==> src/rtl/nn_pkg.sv <==
// Shared Q8.8 constants and the train-step FSM state encoding for the
// output-gradient sequencer.
package nn_pkg;

    localparam int DEF_BITS = 16;

    localparam logic [15:0] Q_ONE = 16'h0100;
    localparam logic [15:0] Q_MAX = 16'h7FFF;
    localparam logic [15:0] Q_MIN = 16'h8000;

    typedef enum logic [2:0] {
        S_IDLE,
        S_FWD,
        S_CAP,
        S_GRAD,
        S_BWD,
        S_DONE
    } state_t;

endpackage

==> src/rtl/sat_sub.sv <==
// Combinational saturating signed subtract y = a - b; the difference is formed
// one bit wider and clamped to the most positive/negative BITS-wide value.
module sat_sub #(
    parameter int BITS = 16
) (
    input  logic [BITS-1:0] a,
    input  logic [BITS-1:0] b,
    output logic [BITS-1:0] y
);

    localparam logic [BITS-1:0] SAT_MAX = {1'b0, {(BITS-1){1'b1}}};
    localparam logic [BITS-1:0] SAT_MIN = {1'b1, {(BITS-1){1'b0}}};

    logic [BITS:0] diff;

    always_comb begin
        diff = {a[BITS-1], a} - {b[BITS-1], b};
        y    = diff[BITS-1:0];
        // Top two bits disagree only when the result does not fit in BITS.
        if (diff[BITS] != diff[BITS-1]) begin
            y = diff[BITS] ? SAT_MIN : SAT_MAX;
        end
    end

endmodule

==> src/rtl/output_grad_seq.sv <==
// Sequences one train step for an output-layer neuron: forward strobe, capture
// of the ReLU output, gradient dZ = relu'(y) * sat(y - target), backward strobe.
module output_grad_seq
    import nn_pkg::*;
#(
    parameter int BITS      = DEF_BITS,
    parameter int FP_CYCLES = 8,
    parameter int BP_CYCLES = 8
) (
    input  logic            clk,
    input  logic            rst,
    input  logic            start,
    input  logic [BITS-1:0] target,
    input  logic [BITS-1:0] y_in,
    output logic            FP,
    output logic            BP,
    output logic [BITS-1:0] dZ_out,
    output logic [BITS-1:0] W_out,
    output logic            busy,
    output logic            done
);

    state_t          state, state_n;
    logic [7:0]      cnt;
    logic [BITS-1:0] target_q;
    logic [BITS-1:0] y_q;
    logic [BITS-1:0] diff;
    logic            relu_zero;

    sat_sub #(.BITS(BITS)) u_sat_sub (
        .a (y_q),
        .b (target_q),
        .y (diff)
    );

    assign relu_zero = y_q[BITS-1] | (y_q == '0);
    assign W_out     = BITS'(Q_ONE);

    always_comb begin
        state_n = state;
        case (state)
            S_IDLE: if (start) state_n = S_FWD;
            S_FWD:  if (cnt == 8'(FP_CYCLES - 1)) state_n = S_CAP;
            S_CAP:  state_n = S_GRAD;
            S_GRAD: state_n = S_BWD;
            S_BWD:  if (cnt == 8'(BP_CYCLES - 1)) state_n = S_DONE;
            S_DONE: state_n = S_IDLE;
            default: state_n = S_IDLE;
        endcase
    end

    // Strobes are registered from the next state so they line up with the
    // state they belong to without a cycle of lag.
    always_ff @(posedge clk or posedge rst) begin
        if (rst) begin
            state    <= S_IDLE;
            cnt      <= '0;
            target_q <= '0;
            y_q      <= '0;
            dZ_out   <= '0;
            FP       <= 1'b0;
            BP       <= 1'b0;
            done     <= 1'b0;
            busy     <= 1'b0;
        end else begin
            state <= state_n;
            if (state_n != state) begin
                cnt <= '0;
            end else if (state == S_FWD || state == S_BWD) begin
                cnt <= cnt + 8'd1;
            end
            if (state == S_IDLE && start) target_q <= target;
            if (state == S_CAP)           y_q      <= y_in;
            if (state == S_GRAD)          dZ_out   <= relu_zero ? '0 : diff;
            FP   <= (state_n == S_FWD);
            BP   <= (state_n == S_BWD);
            done <= (state_n == S_DONE);
            busy <= (state_n != S_IDLE);
        end
    end

endmodule

==> config.mk <==
export PLATFORM = sky130hd
export DESIGN_NAME = output_grad_seq
export DESIGN_NICKNAME = d
export VERILOG_FILES = /design/src/rtl/nn_pkg.sv /design/src/rtl/sat_sub.sv /design/src/rtl/output_grad_seq.sv
export SDC_FILE = /design/constraint.sdc
export NUM_CORES = 1
export LEC_CHECK = 0
export ABC_AREA = 1
export CORE_MARGIN = 4
export CORE_UTILIZATION = 35
export DETAILED_ROUTE_END_ITERATION = 6
export GPL_TIMING_DRIVEN = 0
export PLACE_DENSITY = 0.66
export SETUP_SLACK_MARGIN = 0.3
export SYNTH_ARGS = -nofsm -noshare
export SYNTH_HDL_FRONTEND = slang
export SYNTH_HIERARCHICAL = 1
export SYNTH_SLANG_ARGS = --single-unit
==> constraint.sdc <==
create_clock -name clk -period 2.64 [get_ports clk]
set_input_delay 0.396 -clock clk [delete_from_list [all_inputs] [get_ports clk]]
set_output_delay 0.396 -clock clk [all_outputs]
set_load 0.05 [all_outputs]
==> impl_metrics.tcl, run 1 <==
set metrics [dict create \
    diodes 0 \
    ios 71 \
    critical_path_class "reg2reg" \
    io_buffers 54 \
    critPathMaxStageDelay_ps 370 \
    hp-class "in2async" \
    grt_busiest_layer "met2" \
    drv_slew 0 \
    use_met1 0.179 \
    grt_pass1_wl_um 14700 \
    avgSynthCellArea_um2 7.96 \
    synthToLayoutAreaGrowth_pct 35.4 \
    outcome "finished clean" \
    layout-drive-gt1-share 0.249 \
    finalSetupTns_ps 0 \
    synth-edff-count 0 \
    dpl-instance-area_mm2 0.00473 \
    cts_hold_buf 0 \
    start_kind "flop" \
    arrival_ps 2510 \
    grt_max_degree 40 \
    syn_area_mm2 0.00395 \
    synth.distinct_cells 39 \
    cts-htree-levels 3 \
    met2_usage 0.227 \
    fin_skew_ps 7.00 \
    fin_crit_sh 0.857 \
    clk_pin_slew_ps 50 \
    synth_ff_type "dfrtp_1" \
    antenna_found_initial 0 \
    dieWidth_um 114 \
    ys_ff_latch 63 \
    async_reset_ff_frac 1.00 \
    slowest_stage "dfrtp_1" \
    num_rows 38 \
    die_h_um 114 \
    yosysSeqAreaShare 0.399 \
    avgRoutedWirePerCell_um 11.7 \
    dieArea_mm2 0.0130 \
    grt_overflow 0 \
    setup_violations 0 \
    grt_pass1_vias 3239 \
    synthTopCellsByCount "nand2_1, dfrtp_1, inv_1" \
    core_mm2 0.0109 \
    first_pass_iters 4 \
    drtIter0Drc 175 \
    cpMostUsedCell "nand2_4" \
    cp_cell_sequence "inv_1 -> ha_2 -> inv_2 -> fa_2 -> nand2_2 -> nand2_2 -> nand3_2 -> nand2_4 -> nand2_4 -> nand2_4 -> nand2_4 -> nand2_4 -> nand2_4 -> buf_12 -> buf_8 -> nand2_2 -> nand2_2 -> nand2_1 -> o21ai_2" \
    synth.most_common_cell "nand2_1" \
    nNetsFinal 644 \
    cts-buffers-inserted 9 \
    worst_pin_slew_ps 543 \
    via_per_inst 4.49 \
    final_cells 734 \
    dp.cells 705 \
    grt_use_met3 0.0238 \
    worst_r2r_path_depth 19 \
    synthCells 496 \
    crit_start "y_q[0]" \
    rsz0062_at_grt "yes" \
    hold_viol 0 \
    reg2reg_from "y_q[0]" \
    postRouteWirelength_um 8560 \
    initial_core_util 0.361 \
    finalInstanceArea_mm2 0.00534 \
    max_freq_mhz 442 \
    drcViolationCount 0 \
    clockBufferDepth 2 \
    clk_latency_ps 320 \
    ys.warnings.count 6 \
    num_vias 3299 \
    cp_max_fo 5 \
    critPathCapture "dZ_out[6]" \
    antenna_left 0 \
    cts_tree "built" \
    r2r-end "dZ_out[6]" \
    gp_congestion 0.814 \
    worst-r2r-setup-slack_ps 380 \
    grt_use_total 0.136 \
    yosysTopAreaCell "dfrtp_1" \
    cap_violations 0 \
    cts_root_buf "clkbuf_16" \
    slew_headroom 0.638 \
    dp_hpwl_um 6620 \
    synth_top_area_frac 0.399 \
    critPathCaptureType "flop" \
    min_period_ps 2260 \
    required_ps 2890 \
    cts_sinks 63 \
    synthTopCellsByArea "dfrtp_1, nand2_1, ha_1" \
]
[worst min path at each step]
stage	end	start	slack [ps]	cells past startpoint
2_1_floorplan	y_q[0]	y_q[0]	460	2
3_3_place_gp	dZ_out[5]	dZ_out[5]	470	2
3_5_place_dp	dZ_out[9]	dZ_out[9]	470	2
4_1_cts	y_q[0]	rst	470	2
5_1_grt	dZ_out[5]	rst	510	2
6_report	dZ_out[13]	rst	450	2
[layout make-up]
class	count	area, um2
tap	140	175
timing repair buffer	70	726
inverter	58	218
clock inverter	1	5.00
fill	1051	5590
sequential	63	1580
multi-input combinational	364	2190
clock buffer	13	260
buffer	25	190
[per-layer routing]
layer,vias up,part of all wire
li1,1718,-
met1,1510,0.47
met4,0,0.011
met5,-,0
met3,7,0.040
met2,64,0.48
[placed cells by master, fill, tap and decap left out, types with 3 or more instances in the layout]
cell type	instances
o21ai_2	3
buf_6	4
nand3_2	4
nand2_2	28
inv_2	11
nand2_4	7
conb_1	16
dfrtp_1	63
inv_1	47
buf_4	28
mux2_2	16
o21bai_1	7
ha_2	7
a21oi_1	8
o21ai_0	3
nand2_1	156
clkbuf_16	9
o21ai_1	13
nor3_4	3
clkdlybuf4s50_1	54
nor2_1	33
nor3_1	5
ha_1	6
a21oi_2	4
xor2_1	11
nand4_1	3
clkbuf_1	4
nand3_1	10
buf_12	3
ha_4	4
[critical path, delay by kind of cell (launching register included)]
family | cells | cell delay [ps]
simple gates | 12 | 850
buf+inv | 4 | 330
compound gates | 1 | 110
flops | 1 | 370
fa+ha+maj | 2 | 530
[cells by family (layout without fill, tap and decap cells)]
group                      Yosys count  count (layout)  synth area share
and+or+nand+nor                    261             261             0.303
adders and majority gates           18              18            0.0590
muxes                               16              16            0.0457
AOI/OAI and AO/OA                   40              40            0.0587
other                                2              16           0.00190
DFF                                 63              63             0.399
xor gates and xnor gates            13              13            0.0289
buffers and inverters               83             167             0.103
[metrics by stage]
step | hold WS, ps | util | worst slack (ps)
floorplan | 464 | - | 520
global placement | 473 | 0.431 | -376
detailed placement | 473 | 0.433 | 210
CTS | 474 | 0.469 | 312
global route | 505 | 0.489 | 230
finish | 450 | 0.489 | 377
[state kept, by name (all words and copies together), names as in the netlist]
| name | cells |
|---|---|
| done | 1 |
| FP | 1 |
| cnt | 8 |
| y_q | 16 |
| target_q | 16 |
| state | 3 |
| BP | 1 |
| dZ_out | 16 |
| busy | 1 |
[timing repair]
action / CTS / global route
resized for setup: 9 / 52
gates cloned: 2 / 0
pin swaps: 4 / 25
setup endpoints to repair: 14 / 15
setup buffers: 7 / 6
Power of run 1 is not shown: default switching activity piles up to over one toggle a cycle in this logic, so the estimate is an artifact.
==> run 2, diff against run 1 <==
- CTS_BUF_LIST: unset -> sky130_fd_sc_hd__clkbuf_8
- clock period: 2.64 -> 2.3 ns (I/O delays scaled with it)
==> run 2 against run 1 <==
  * Routed wire length shrank 0.18%
  * Critical path depth decreased by 2
  * Register-to-register slack got worse by 310 ps
  * Setup slack worse by 310 ps
  * Clock-buffer cell count fell by 3
==> impl_metrics.tcl, run 2 (same netlist as run 1, synthesis figures left out) <==
set metrics [dict create \
    nNetsFinal 644 \
    m1WireLength_um 3940 \
    setup_violations 0 \
    cts_root_buf "clkbuf_8" \
    cts-htree-levels 3 \
    postRouteWirelength_um 8550 \
    min_period_ps 2230 \
    max_freq_mhz 448 \
    critical_path_class "reg2reg" \
    cts-buffers-inserted 9 \
    cp_max_fo 6 \
    antenna_left 0 \
    clk_pin_slew_ps 70 \
    io_buffers 54 \
    start_kind "flop" \
    critPathCaptureType "flop" \
    slew_headroom 0.535 \
    worst_r2r_path_depth 17 \
    grt_max_degree 34 \
    clk_latency_ps 350 \
    pre_cts_slack_ps -14.6 \
    clockBufferDepth 2 \
    core_mm2 0.0109 \
    cap_violations 0 \
    via_per_inst 4.49 \
    first_pass_iters 5 \
    num_rows 38 \
    grt_use_total 0.136 \
    grt_pass1_vias 3213 \
    arrival_ps 2500 \
    drcViolationCount 0 \
    grt_overflow 0 \
    num_vias 3302 \
    grt_pass1_wl_um 14500 \
    rsz0062_at_grt "yes" \
    dieArea_mm2 0.0130 \
    hold_viol 0 \
    diodes 0 \
    cts_tree "built" \
    layout_common_cells "nand2_1, dfrtp_1, clkdlybuf4s50_1" \
    dieWidth_um 114 \
    hp-class "in2async" \
    layout-drive-gt1-share 0.274 \
    wl_met2_um 4070 \
    antenna_found_initial 0 \
    initial_core_util 0.361 \
    dp_hpwl_um 6710 \
    drtIter0Drc 93 \
    avgRoutedWirePerCell_um 11.6 \
    fin_ws_ps 67.2 \
    top_layer "met4" \
    required_ps 2570 \
    final_common_cell "nand2_1" \
    worst_pin_slew_ps 697 \
    outcome "finished clean" \
    cts_sinks 63 \
    synthToLayoutAreaGrowth_pct 35.1 \
    drv_slew 0 \
    top_regs "dZ_out (16), target_q (16), y_q (16)" \
    gp_congestion 0.834 \
    met3_length_um 366 \
    hold_slack_ps 441 \
    fin_skew_ps 8.62 \
    fin_crit_sh 0.971 \
    die_h_um 114 \
    ios 71 \
]
==> run 2: changes by cell type in the layout (fill, tap and decap cells not counted), moves of 2 or more <==
cell,delta
nand2_1,-12
clkbuf_8,+8
clkbuf_1,-2
bufinv_16,+2
nand2_2,+11
clkbuf_16,-9
==> run 2: layer usage <==
metal  GRT usage  vias up
li1            -     1709
met5           0        -
met4      0.0641        0
met3      0.0238       12
met1       0.180     1517
met2       0.216       64
==> run 2: area by class of cell <==
class | count | area (um2)
flip-flops and latches | 63 | 1580
clock inverters | 5 | 73.8
repair buffers | 70 | 717
well taps | 140 | 175
multi-input cells | 364 | 2240
clock buffers | 10 | 138
inverters | 58 | 218
plain buffers | 25 | 190
fillers | 1048 | 5610
==> run 2: worst paths after layout <==
kind	start	endpoint	slack [ps]
hold / removal	rst	dZ_out[9]	440
min in group clk	dZ_out[14]	dZ_out[14]	490
max in group asynchronous	rst	y_q[7]	1260
hold reg to reg	dZ_out[14]	dZ_out[14]	490
setup reg to reg	y_q[0]	dZ_out[6]	70
setup / recovery	y_q[0]	dZ_out[6]	70
==> run 2: repair_timing <==
action	4_1_cts	5_1_grt
hold buffers	0	0
gates resized for setup	24	38
pin swaps	22	18
cloned	2	0
setup buffers	9	4
setup endpoints to repair	15	16
==> run 2: metrics by stage <==
stage	cells	area, um2	util	TNS (ps)
floorplan	510	4010	-	0
global placement	704	4730	0.432	-40650
detailed placement	705	4750	0.434	-14.6
CTS	731	5140	0.470	0
global route	735	5330	0.487	-664
finish	735	5330	0.487	0
==> run 2: critical path: stages, from the launching register on <==
cell	delay, ps
dfrtp_1	380
inv_1	60
ha_2	160
inv_2	40
fa_2	340
nand2_2	90
nand2_2	70
nand3_2	60
nand2_2	70
nand2_4	90
nand2_4	60
nand2_4	80
buf_6	100
nand4_4	120
buf_6	180
nand2_2	70
nand2_2	60
o21ai_2	100
Power of run 2 is left out for the same reason.
==> run 3, diff against run 2 <==
- SLEW_MARGIN: unset -> 20
==> run 3 against run 2 <==
  * Die area stayed put
  * Largest cell class unchanged
  * Via count is 1.1% lower
  * Clock skew is 2.0 ps lower
  * Cell count is 0.14% lower
  * First-iteration DRC count is 7.5% lower
  * Worst hold slack worse by 200 ps
  * Routed wire length is 1.4% lower
  * Sequential share of layout area is 0.39 points higher
  * Critical path depth stayed put
  * Non-clock buffer count is 2 lower
  * Sequential cell count stayed put
==> impl_metrics.tcl, run 3 (same netlist as run 1, synthesis figures left out) <==
set metrics [dict create \
    outcome "finished clean" \
    die_h_um 114 \
    seqCellArea_mm2 0.00158 \
    drv_slew 0 \
    core_mm2 0.0109 \
    cp_cell_sequence "inv_1 -> ha_2 -> inv_2 -> fa_2 -> nand2_2 -> nand2_2 -> nand3_2 -> nand2_2 -> nand2_4 -> nand2_4 -> nand2_4 -> buf_6 -> nand4_4 -> buf_4 -> nand2_1 -> nand2_1 -> o21ai_1" \
    avgRoutedWirePerCell_um 11.5 \
    critPathMaxStageDelay_ps 380 \
    grt_pass1_wl_um 14200 \
    initial_core_util 0.361 \
    critPathCaptureType "flop" \
    slowest_stage "dfrtp_1" \
    multiInputGateArea_mm2 0.00220 \
    hold_viol 0 \
    dieArea_mm2 0.0130 \
    critical_path_class "reg2reg" \
    cts_root_buf "clkbuf_8" \
    layout_common_cells "nand2_1, dfrtp_1, clkdlybuf4s50_1" \
    final_cells 734 \
    cts_sinks 63 \
    clockBufferDepth 2 \
    ios 71 \
    worst-path-stages 17 \
    hp-class "in2async" \
    setup_violations 0 \
    synthToLayoutAreaGrowth_pct 33.3 \
    required_ps 2570 \
    slew_headroom 0.655 \
    postRouteWirelength_um 8430 \
    final_common_cell "nand2_1" \
    cts_tree "built" \
    max_freq_mhz 439 \
    gp_congestion 0.834 \
    fin_skew_ps 6.60 \
    path_buf_inv 4 \
    worst_pin_slew_ps 516 \
    drtIter0Drc 86 \
    arrival_ps 2540 \
    num_vias 3265 \
    grt_overflow 0 \
    first_pass_iters 4 \
    via_per_inst 4.45 \
    dp.cells 705 \
    clk_pin_slew_ps 70 \
    cap_violations 0 \
    reg2reg_from "y_q[0]" \
    fin_crit_sh 0.990 \
    drcViolationCount 0 \
    cp_max_fo 5 \
    r2r-end "dZ_out[12]" \
    antenna_found_initial 0 \
    rsz0062_at_grt "yes" \
    io_buffers 54 \
    grt_max_degree 58 \
    cts-htree-levels 3 \
    min_period_ps 2280 \
    top_regs "dZ_out (16), target_q (16), y_q (16)" \
    crit_start "y_q[0]" \
    critPathCapture "dZ_out[12]" \
    n_fill_cell 1075 \
    post-route-util 0.481 \
    grt_use_total 0.134 \
    finalSetupTns_ps 0 \
    crit_family "simple AND/OR/NAND/NOR gates" \
    grt_pass1_vias 3199 \
    num_rows 38 \
    worst-r2r-setup-slack_ps 20 \
    cts-buffers-inserted 9 \
    layout-drive-gt1-share 0.249 \
    diodes 0 \
    nNetsFinal 642 \
    antenna_left 0 \
    worst_r2r_path_depth 17 \
    dp_hpwl_um 6630 \
    dieWidth_um 114 \
    start_kind "flop" \
    clk_latency_ps 340 \
]
## run 3: changes by cell type in the layout (fill, tap and decap cells not counted), sizes merged
cell    previous run  this run
buf               39        37
clkbuf            12        11
inv               59        61
## run 3: area by class of cell
cell class,count,share of cell area
Buffer,25,0.0362
Clock buffer,9,0.0235
Clock inverter,7,0.0155
Inverter,58,0.0419
Multi-Input combinational cell,364,0.419
Sequential cell,63,0.300
Tap cell,140,0.0333
Timing Repair Buffer,68,0.131
## run 3: metal layers
layer,routed length [um],vias to the layer above,track usage
met5,0,-,0
met4,167,0,0.0618
met3,360,12,0.0227
met2,3980,63,0.212
met1,3910,1484,0.179
li1,-,1706,-
## run 3: how the worst min path moves through the flow
stage                      end  cells after the start        from
finish                    done                      2         rst
global route              done                      2         rst
CTS                       done                      2         rst
detailed placement  dZ_out[11]                      2  dZ_out[11]
global placement     dZ_out[4]                      2   dZ_out[4]
floorplan               y_q[0]                      2     y_in[0]
## run 3: worst register-to-register path, stage by stage (launching register included)
cell,delay (ps)
dfrtp_1,380
inv_1,70
ha_2,170
inv_2,50
fa_2,360
nand2_2,90
nand2_2,70
nand3_2,60
nand2_2,80
nand2_4,90
nand2_4,50
nand2_4,80
buf_6,100
nand4_4,130
buf_4,190
nand2_1,70
nand2_1,50
o21ai_1,120
## run 3: stage by stage
| step | setup slack [ps] | instance area, um2 | hold slack (ps) |
|---|---|---|---|
| after global routing | -141 | 5260 | 248 |
| after floorplan | 247 | 4010 | 462 |
| after detailed placement | -12.4 | 4760 | 483 |
| after CTS | 25.5 | 5100 | 233 |
| after global placement | -649 | 4730 | 476 |
| final | 23.7 | 5260 | 240 |
## run 3: timing repair
action / CTS / global route
setup buffers: 8 / 3
setup endpoints to repair: 15 / 15
gates resized for setup: 12 / 34
hold buffers: 0 / 0
pin swaps: 7 / 14
gates cloned: 2 / 0
Power of run 3 is left out for the same reason.
